## config.mk

```make
export PLATFORM = sky130hd
export DESIGN_NAME = sr_pipe
export DESIGN_NICKNAME = d
export VERILOG_FILES = /design/src/rtl/sr_pipe_pkg.sv /design/src/rtl/sr_pipe_stage.sv /design/src/rtl/sr_pipe.sv
export SDC_FILE = /design/constraint.sdc
export NUM_CORES = 1
export LEC_CHECK = 0
export ABC_AREA = 1
export BUFFER_PORTS_ARGS = -buffer_cell sky130_fd_sc_hd__buf_2
export CAP_MARGIN = 20
export CORE_ASPECT_RATIO = 0.8
export CORE_MARGIN = 1.5
export CORE_UTILIZATION = 45
export DETAILED_ROUTE_END_ITERATION = 8
export GPL_TIMING_DRIVEN = 0
export PLACE_DENSITY = 0.63
export RECOVER_POWER = 50
export SLEW_MARGIN = 20
export SYNTH_ARGS = -nofsm -noshare
export SYNTH_HDL_FRONTEND = slang
export SYNTH_SLANG_ARGS = --single-unit
```

## constraint.sdc

```tcl
create_clock -name clock -period 1.18 [get_ports clock]
set_input_delay 0.177 -clock clock [delete_from_list [all_inputs] [get_ports clock]]
set_output_delay 0.177 -clock clock [all_outputs]
set_load 0.02 [all_outputs]
```

## src/rtl/sr_pipe_pkg.sv

```systemverilog
// sr_pipe_pkg: shared constants and helpers for the right-shift pipeline.
//   DATA_W / SHAMT_W / TAG_W : default operand, shift-amount and tag widths
//   shift_op_e               : ALU shift-op encodings (SLL/SRL/SRA)
//   fill_bit()               : bit shifted into vacated MSBs
package sr_pipe_pkg;

  localparam int DATA_W  = 32;
  localparam int SHAMT_W = 5;
  localparam int TAG_W   = 4;

  typedef enum logic [1:0] {
    SHIFT_SLL = 2'd0,
    SHIFT_SRL = 2'd1,
    SHIFT_SRA = 2'd2
  } shift_op_e;

  // Arithmetic shifts replicate the sign bit; logical shifts fill with zero.
  function automatic logic fill_bit(input logic arith, input logic msb);
    return arith & msb;
  endfunction

endpackage

```

## src/rtl/sr_pipe_stage.sv

```systemverilog
// sr_pipe_stage: one registered layer of the right barrel shifter.
// The layer shifts right by DIST when bit log2(DIST) of the carried shift
// amount is set, filling the vacated MSBs with the carried fill bit, and
// registers the result together with valid, shamt, fill and tag.
//   clock, reset_n          : clock, asynchronous active-low reset
//   up_valid/up_data/...    : contents of the previous stage (or the input)
//   down_adv                : downstream stage is able to take our contents
//   adv                     : this stage loads on the next edge
//   valid/data/shamt/fill/tag : registered stage contents
module sr_pipe_stage #(
  parameter int WIDTH = 32,
  parameter int SHW   = 5,
  parameter int TAGW  = 4,
  parameter int DIST  = 1
) (
  input  logic             clock,
  input  logic             reset_n,
  input  logic             up_valid,
  input  logic [WIDTH-1:0] up_data,
  input  logic [SHW-1:0]   up_shamt,
  input  logic             up_fill,
  input  logic [TAGW-1:0]  up_tag,
  input  logic             down_adv,
  output logic             adv,
  output logic             valid,
  output logic [WIDTH-1:0] data,
  output logic [SHW-1:0]   shamt,
  output logic             fill,
  output logic [TAGW-1:0]  tag
);

  localparam int SEL = $clog2(DIST);

  logic [WIDTH-1:0] shifted;

  // Conditional shift-by-DIST layer with fill-bit insertion.
  always_comb begin
    shifted = up_data;
    if (up_shamt[SEL]) begin
      shifted = {{DIST{up_fill}}, up_data[WIDTH-1:DIST]};
    end else begin
      shifted = up_data;
    end
  end

  // An empty stage always accepts, which is what collapses bubbles.
  assign adv = ~valid | down_adv;

  // Stage registers: load only when advancing, otherwise hold.
  always_ff @(posedge clock or negedge reset_n) begin
    if (!reset_n) begin
      valid <= 1'b0;
      data  <= {WIDTH{1'b0}};
      shamt <= {SHW{1'b0}};
      fill  <= 1'b0;
      tag   <= {TAGW{1'b0}};
    end else if (adv) begin
      valid <= up_valid;
      data  <= shifted;
      shamt <= up_shamt;
      fill  <= up_fill;
      tag   <= up_tag;
    end else begin
      valid <= valid;
      data  <= data;
      shamt <= shamt;
      fill  <= fill;
      tag   <= tag;
    end
  end

endmodule

```

## src/rtl/sr_pipe.sv

```systemverilog
// sr_pipe: pipelined right barrel shifter (SRL/SRA), one register stage per
// shift-amount bit, valid/ready on both sides, 1 op/cycle with backpressure.
//   clock, reset_n                 : clock, asynchronous active-low reset
//   in_valid/in_ready              : input handshake
//   in_data/in_shamt/in_arith/in_tag : operand, amount, 1=sign fill, tag
//   out_valid/out_ready            : output handshake
//   out_data/out_tag               : result and its tag (straight from last stage)
//   empty                          : no op held in any stage
module sr_pipe
  import sr_pipe_pkg::*;
#(
  parameter int WIDTH = DATA_W,
  parameter int SHW   = SHAMT_W,
  parameter int TAGW  = TAG_W
) (
  input  logic             clock,
  input  logic             reset_n,
  input  logic             in_valid,
  output logic             in_ready,
  input  logic [WIDTH-1:0] in_data,
  input  logic [SHW-1:0]   in_shamt,
  input  logic             in_arith,
  input  logic [TAGW-1:0]  in_tag,
  output logic             out_valid,
  input  logic             out_ready,
  output logic [WIDTH-1:0] out_data,
  output logic [TAGW-1:0]  out_tag,
  output logic             empty
);

  localparam int NSTG = SHW;

  // Index 0 is the pipeline input; index k is the output of stage k.
  logic             vld   [0:NSTG];
  logic [WIDTH-1:0] dat   [0:NSTG];
  logic [SHW-1:0]   amt   [0:NSTG];
  logic             fil   [0:NSTG];
  logic [TAGW-1:0]  tg    [0:NSTG];
  // adv[k] is stage k's load enable; adv[NSTG+1] is the consumer.
  logic             adv   [1:NSTG+1];
  logic             any_valid;

  assign vld[0] = in_valid;
  assign dat[0] = in_data;
  assign amt[0] = in_shamt;
  assign fil[0] = fill_bit(in_arith, in_data[WIDTH-1]);
  assign tg[0]  = in_tag;

  assign adv[NSTG+1] = out_ready;

  for (genvar k = 1; k <= NSTG; k++) begin : g_stage
    sr_pipe_stage #(
      .WIDTH (WIDTH),
      .SHW   (SHW),
      .TAGW  (TAGW),
      .DIST  (1 << (k - 1))
    ) u_stage (
      .clock    (clock),
      .reset_n  (reset_n),
      .up_valid (vld[k-1]),
      .up_data  (dat[k-1]),
      .up_shamt (amt[k-1]),
      .up_fill  (fil[k-1]),
      .up_tag   (tg[k-1]),
      .down_adv (adv[k+1]),
      .adv      (adv[k]),
      .valid    (vld[k]),
      .data     (dat[k]),
      .shamt    (amt[k]),
      .fill     (fil[k]),
      .tag      (tg[k])
    );
  end

  // OR of all stage valids for the empty flag.
  always_comb begin
    any_valid = 1'b0;
    for (int k = 1; k <= NSTG; k++) begin
      any_valid = any_valid | vld[k];
    end
  end

  // in_ready depends on out_ready and stage valids only, never on in_valid.
  assign in_ready  = adv[1];
  assign out_valid = vld[NSTG];
  assign out_data  = dat[NSTG];
  assign out_tag   = tg[NSTG];
  assign empty     = ~any_valid;

endmodule

```

; After elaboration in Yosys (flattened, before gate mapping)
; Index checks and enable logic that the tools add are counted.
[totals]
wordCells = 44
reg_bits = 209
[op_classes]
n_bitwise = 16
muxes = 5
[op_table]
columns = cell, count
row1 = $mux 32, 5
row2 = $or 1x1->1, 9
row3 = $not 1->1, 6
row4 = $and 1x1->1, 1

; Depth between registers and ports, before layout
[depth]
word_depth = 6
mapped_depth = 8
ltp_nobuf = 6

; By module
; Synthesis repeated with hierarchy kept, for this count alone.
[unflattened]
hier_cells = 1434
area_unflattened_um2 = 10532.6
[by_module_without_submodules]
columns = mod, n_inst, area_per_inst_um2, seq_area_each_um2, cells_per_inst
row1 = sr_pipe_stage at g_stage[5].u_stage, 1, 2124.5, 1076.0, 285
row2 = sr_pipe_stage at g_stage[3].u_stage, 1, 2109.5, 1076.0, 285
row3 = sr_pipe_stage at g_stage[4].u_stage, 1, 2094.5, 1076.0, 285
row4 = sr_pipe_stage at g_stage[2].u_stage, 1, 2085.8, 1076.0, 285
row5 = sr_pipe_stage at g_stage[1].u_stage, 1, 2084.5, 1076.0, 285
row6 = sr_pipe, 1, 33.8, 0.0, 9

; Worst setup path before layout
; OpenSTA, ideal clock, no wires.
[synth_path]
path_kind = register to output
start = register g_stage[2].u_stage.valid
end = output empty
path_slack_ps = -261
t_arrival_ps = 1264
required_ps = 1003
path_stages_with_launch = 4
cell_sequence = dfrtp_1 -> clkbuf_1 -> clkbuf_1 -> nor3_1
[synth_via]
elab_chain_len = 5
[synth_rtl]
columns = element, line_no
row1 = from (decl), sr_pipe_stage.sv:25  ; output logic valid,
row2 = from (signal assigned), sr_pipe_stage.sv:58  ; valid <= up_valid;
row3 = from (signal assigned), sr_pipe_stage.sv:64  ; valid <= valid;
row4 = $or 1x1->1 (4 in a row), sr_pipe.sv:79  ; any_valid = any_valid | vld[k];
row5 = $not 1->1, sr_pipe.sv:88  ; assign empty = ~any_valid;
row6 = to (decl), sr_pipe.sv:28  ; output logic empty
; No other way between the ends.

; Worst setup path after layout
[layout_path]
start = register g_stage[5].u_stage.valid
end = output in_ready
[layout_via]
elab_chain_len = 6
[layout_rtl]
columns = element, line_no
row1 = from (decl), sr_pipe_stage.sv:25
row2 = from (signal assigned), sr_pipe_stage.sv:58
row3 = from (signal assigned), sr_pipe_stage.sv:64
row4 = $not 1->1, sr_pipe_stage.sv:47  ; assign adv = ~valid | down_adv;
row5 = $or 1x1->1 (5 in a row), sr_pipe_stage.sv:47
row6 = to (decl), sr_pipe.sv:19  ; output logic in_ready,
; No other way between the ends.

==> flow_metrics.env <==
export IMPL_netlist_area_um2=9420
export IMPL_num_rows=47
export IMPL_ys_ff_latch=199
export IMPL_total_power_w=0.0245
export IMPL_globalplace_congestion=0.863
export IMPL_rsz0062_at_grt="yes"
export IMPL_drt_iter0_drc=538
export IMPL_postRouteAntennaNets=0
export IMPL_grt_pass1_wl_um=37200
export IMPL_violations="negative setup slack"
export IMPL_cts_tree="built"
export IMPL_cts_hold_buf=9
export IMPL_p_leak_nw=5.86
export IMPL_final_area_um2=11800
export IMPL_cts_root_buf="clkbuf_16"
export IMPL_power_density_nw_per_um2=2090
export IMPL_reg2regPathDepth=9
export IMPL_synth_area_top_cells="dfrtp_1, nand2_1, o21ai_0, a21oi_1, inv_1"
export IMPL_async_reset_ff_share_pct=100
export IMPL_hold_violations=0
export IMPL_dp_slack_ps=-440
export IMPL_worst_setup_path_end_kind="output port"
export IMPL_seq_power_share_pct=41.6
export IMPL_yosysMostFrequentCell="nand2_1"
export IMPL_status="finished with violations"
export IMPL_fill_cells=1888
export IMPL_synth_flop_cell="dfrtp_1"
export IMPL_place_inst=1531
export IMPL_drv_slew=0
export IMPL_min_from="in_data[31]"
export IMPL_area_delta_synth_final_pct=24.8
export IMPL_cp_startpoint="g_stage[5].u_stage.valid$_DFFE_PN0P_"
export IMPL_cp_arrival_ps=1430
export IMPL_synth_top_area_cell="dfrtp_1"
export IMPL_crit_required_ps=1000
export IMPL_multiInputGateArea_um2=3690
export IMPL_grt_max_degree=103
export IMPL_regToRegSetupSlack_ps=-350
export IMPL_vias_per_cell=4.86
export IMPL_ys_types=24
export IMPL_ys_seq_area_share_pct=52.9
export IMPL_syn_num_nets=1224
export IMPL_die_y_um=132
export IMPL_p_int_w=0.0158
export IMPL_max_freq_mhz=623
export IMPL_nNetsFinal=1356
export IMPL_coreArea_um2=20600
export IMPL_numCtsBuffers=17
export IMPL_dpl_cell_area_um2=10300
export IMPL_cp_max_fo=2
export IMPL_first_pass_iters=5
export IMPL_worstMarginPinSlew_ps=1340
export IMPL_wire_per_inst_um=14.3
export IMPL_synth_warnings=0
export IMPL_fin_crit_sh_pct=136
export IMPL_clk_latency_ps=430
export IMPL_timing_rr_end="g_stage[3].u_stage.data[27]$_DFFE_PN0P_"
export IMPL_path_class="reg2out"
export IMPL_path_clk_slew_ps=80
export IMPL_drive_above_1_share_pct=22.5
export IMPL_setup_violations=276
export IMPL_stdcell_count=1591
export IMPL_endpoint="in_ready"
export IMPL_detailed_place_hpwl_um=16500
export IMPL_vias=7733
export IMPL_clk_path_buf_depth=2
export IMPL_start_kind="flop"
export IMPL_syn_avg_cell_area_um2=7.99
export IMPL_r2r_start="g_stage[5].u_stage.valid$_DFFE_PN0P_"
export IMPL_skew_ps=11.7
export IMPL_ios=85
export IMPL_hold_path_class="in2reg"
export IMPL_grt_pass1_vias=7509
export IMPL_cap_violations=0
export IMPL_yosys_top_cells_count="nand2_1, dfrtp_1, o21ai_0"
export IMPL_die_w_um=165
export IMPL_io_buffers=83
export IMPL_netSwitchingPower_w=0.00874
export IMPL_synth_edff_count=0
export IMPL_cts_sinks=199
export IMPL_max_vdd_ir_drop_mv=1.32
export IMPL_drc_errors=0
export IMPL_antennaDiodeCount=0
export IMPL_dieArea_um2=21800
export IMPL_p_sw_share_pct=35.6
export IMPL_post_route_min_period_ps=1600
export IMPL_grt_usage_pct=21.7
export IMPL_routed_wl_um=22800
export IMPL_h_tree_depth=4
export IMPL_start_util_pct=45.7
export IMPL_seqCellArea_um2=4980
export IMPL_synth_top_area_share_pct=52.9
export IMPL_postSynthCellCount=1178
export IMPL_fin_ws_ps=-425
export IMPL_p_clk_share_pct=24.9
export IMPL_combPwrFrac_pct=33.5
export IMPL_grt_overflow=0
export IMPL_antenna_found_initial=0
export IMPL_max_slew_margin_pct=10.9
==> metal layers <==
| layer | track usage (%) | wire length [µm] | up-vias |
|---|---|---|---|
| met5 | 0 | 0 | - |
| met4 | 7.71 | 620 | 0 |
| li1 | - | - | 4005 |
| met1 | 29.5 | 10700 | 3518 |
| met2 | 34.9 | 10700 | 181 |
| met3 | 3.62 | 817 | 29 |
==> critical path, stage by stage, from the launching register on <==
cell	delay, ps
dfrtp_2	410
nand3_4	90
nor2_4	160
nand3_4	90
buf_6	130
buf_6	120
==> cell families after synthesis <==
| group | share of synthesized area, % |
|---|---|
| flops | 52.9 |
| simple gates | 21.0 |
| compound gates | 14.9 |
| buf+inv | 11.2 |
==> state kept, by name, indices dropped and copies added, names as in the netlist <==
signal / flops
g_stage.u_stage.data: 160
g_stage.u_stage.tag: 20
g_stage.u_stage.shamt: 10
g_stage.u_stage.valid: 5
g_stage.u_stage.fill: 4
==> how the worst min path moves through the flow <==
| stage | endpoint | slack (ps) | depth (start not counted) |
|---|---|---|---|
| after floorplan | g_stage[1].u_stage.data[0]$_DFFE_PN0P_ | -120 | 0 |
| after CTS | g_stage[5].u_stage.data[28]$_DFFE_PN0P_ | -200 | 1 |
| final | g_stage[1].u_stage.fill$_DFFE_PN0P_ | 60 | 5 |
| after global placement | g_stage[1].u_stage.valid$_DFFE_PN0P_ | 370 | 3 |
| after global routing | g_stage[1].u_stage.fill$_DFFE_PN0P_ | 90 | 5 |
| after detailed placement | g_stage[5].u_stage.data[28]$_DFFE_PN0P_ | 270 | 1 |
==> placed cells by master (no fill, tap or decap), drive strengths merged <==
| cell type | n |
|---|---|
| inv | 111 |
| buf | 178 |
| clkinv | 3 |
| bufinv | 3 |
| a21oi | 82 |
| nand4 | 41 |
| nor2 | 65 |
| or2 | 2 |
| clkbuf | 58 |
| nand3 | 4 |
| dlygate4sd3 | 9 |
| nand2 | 376 |
| o21ai | 190 |
| nor3 | 1 |
| dfrtp | 199 |
==> stage by stage <==
stage | util (%) | hold WS [ps] | TNS, ps
floorplan | - | -119 | -10870
global placement | 49.7 | 368 | -702900
detailed placement | 49.9 | 266 | -51530
CTS | 54.7 | -204 | -42990
global route | 57.1 | 88.8 | -82650
finish | 57.1 | 57.7 | -40730
==> final cells by class <==
type                            instances  share of cell area, %
Sequential cell                       199                   42.4
Multi-Input combinational cell        761                   31.4
Buffer                                110                   7.52
Timing Repair Buffer                  115                   7.06
Clock buffer                           20                   3.89
Inverter                              106                   3.49
Tap cell                              269                   2.86
Clock inverter                         11                   1.35
==> power groups by stage <==
stage | logic [W] | registers [W] | clock network (W)
floorplan | 0.00512 | 0.00982 | 0
global placement | 0.00692 | 0.0101 | 0
finish | 0.00820 | 0.0102 | 0.00610
CTS | 0.00754 | 0.0101 | 0.00619
detailed placement | 0.00703 | 0.0101 | 0
global route | 0.00918 | 0.0105 | 0.00645
==> timing repair <==
action,CTS,global route
endpoints found under the setup margin,233,237
pin swaps,3,24
gates cloned,0,3
gates resized for setup,68,129
setup buffers,13,7
endpoints found under the hold margin,106,97
Power figures use the tool's default switching activity.
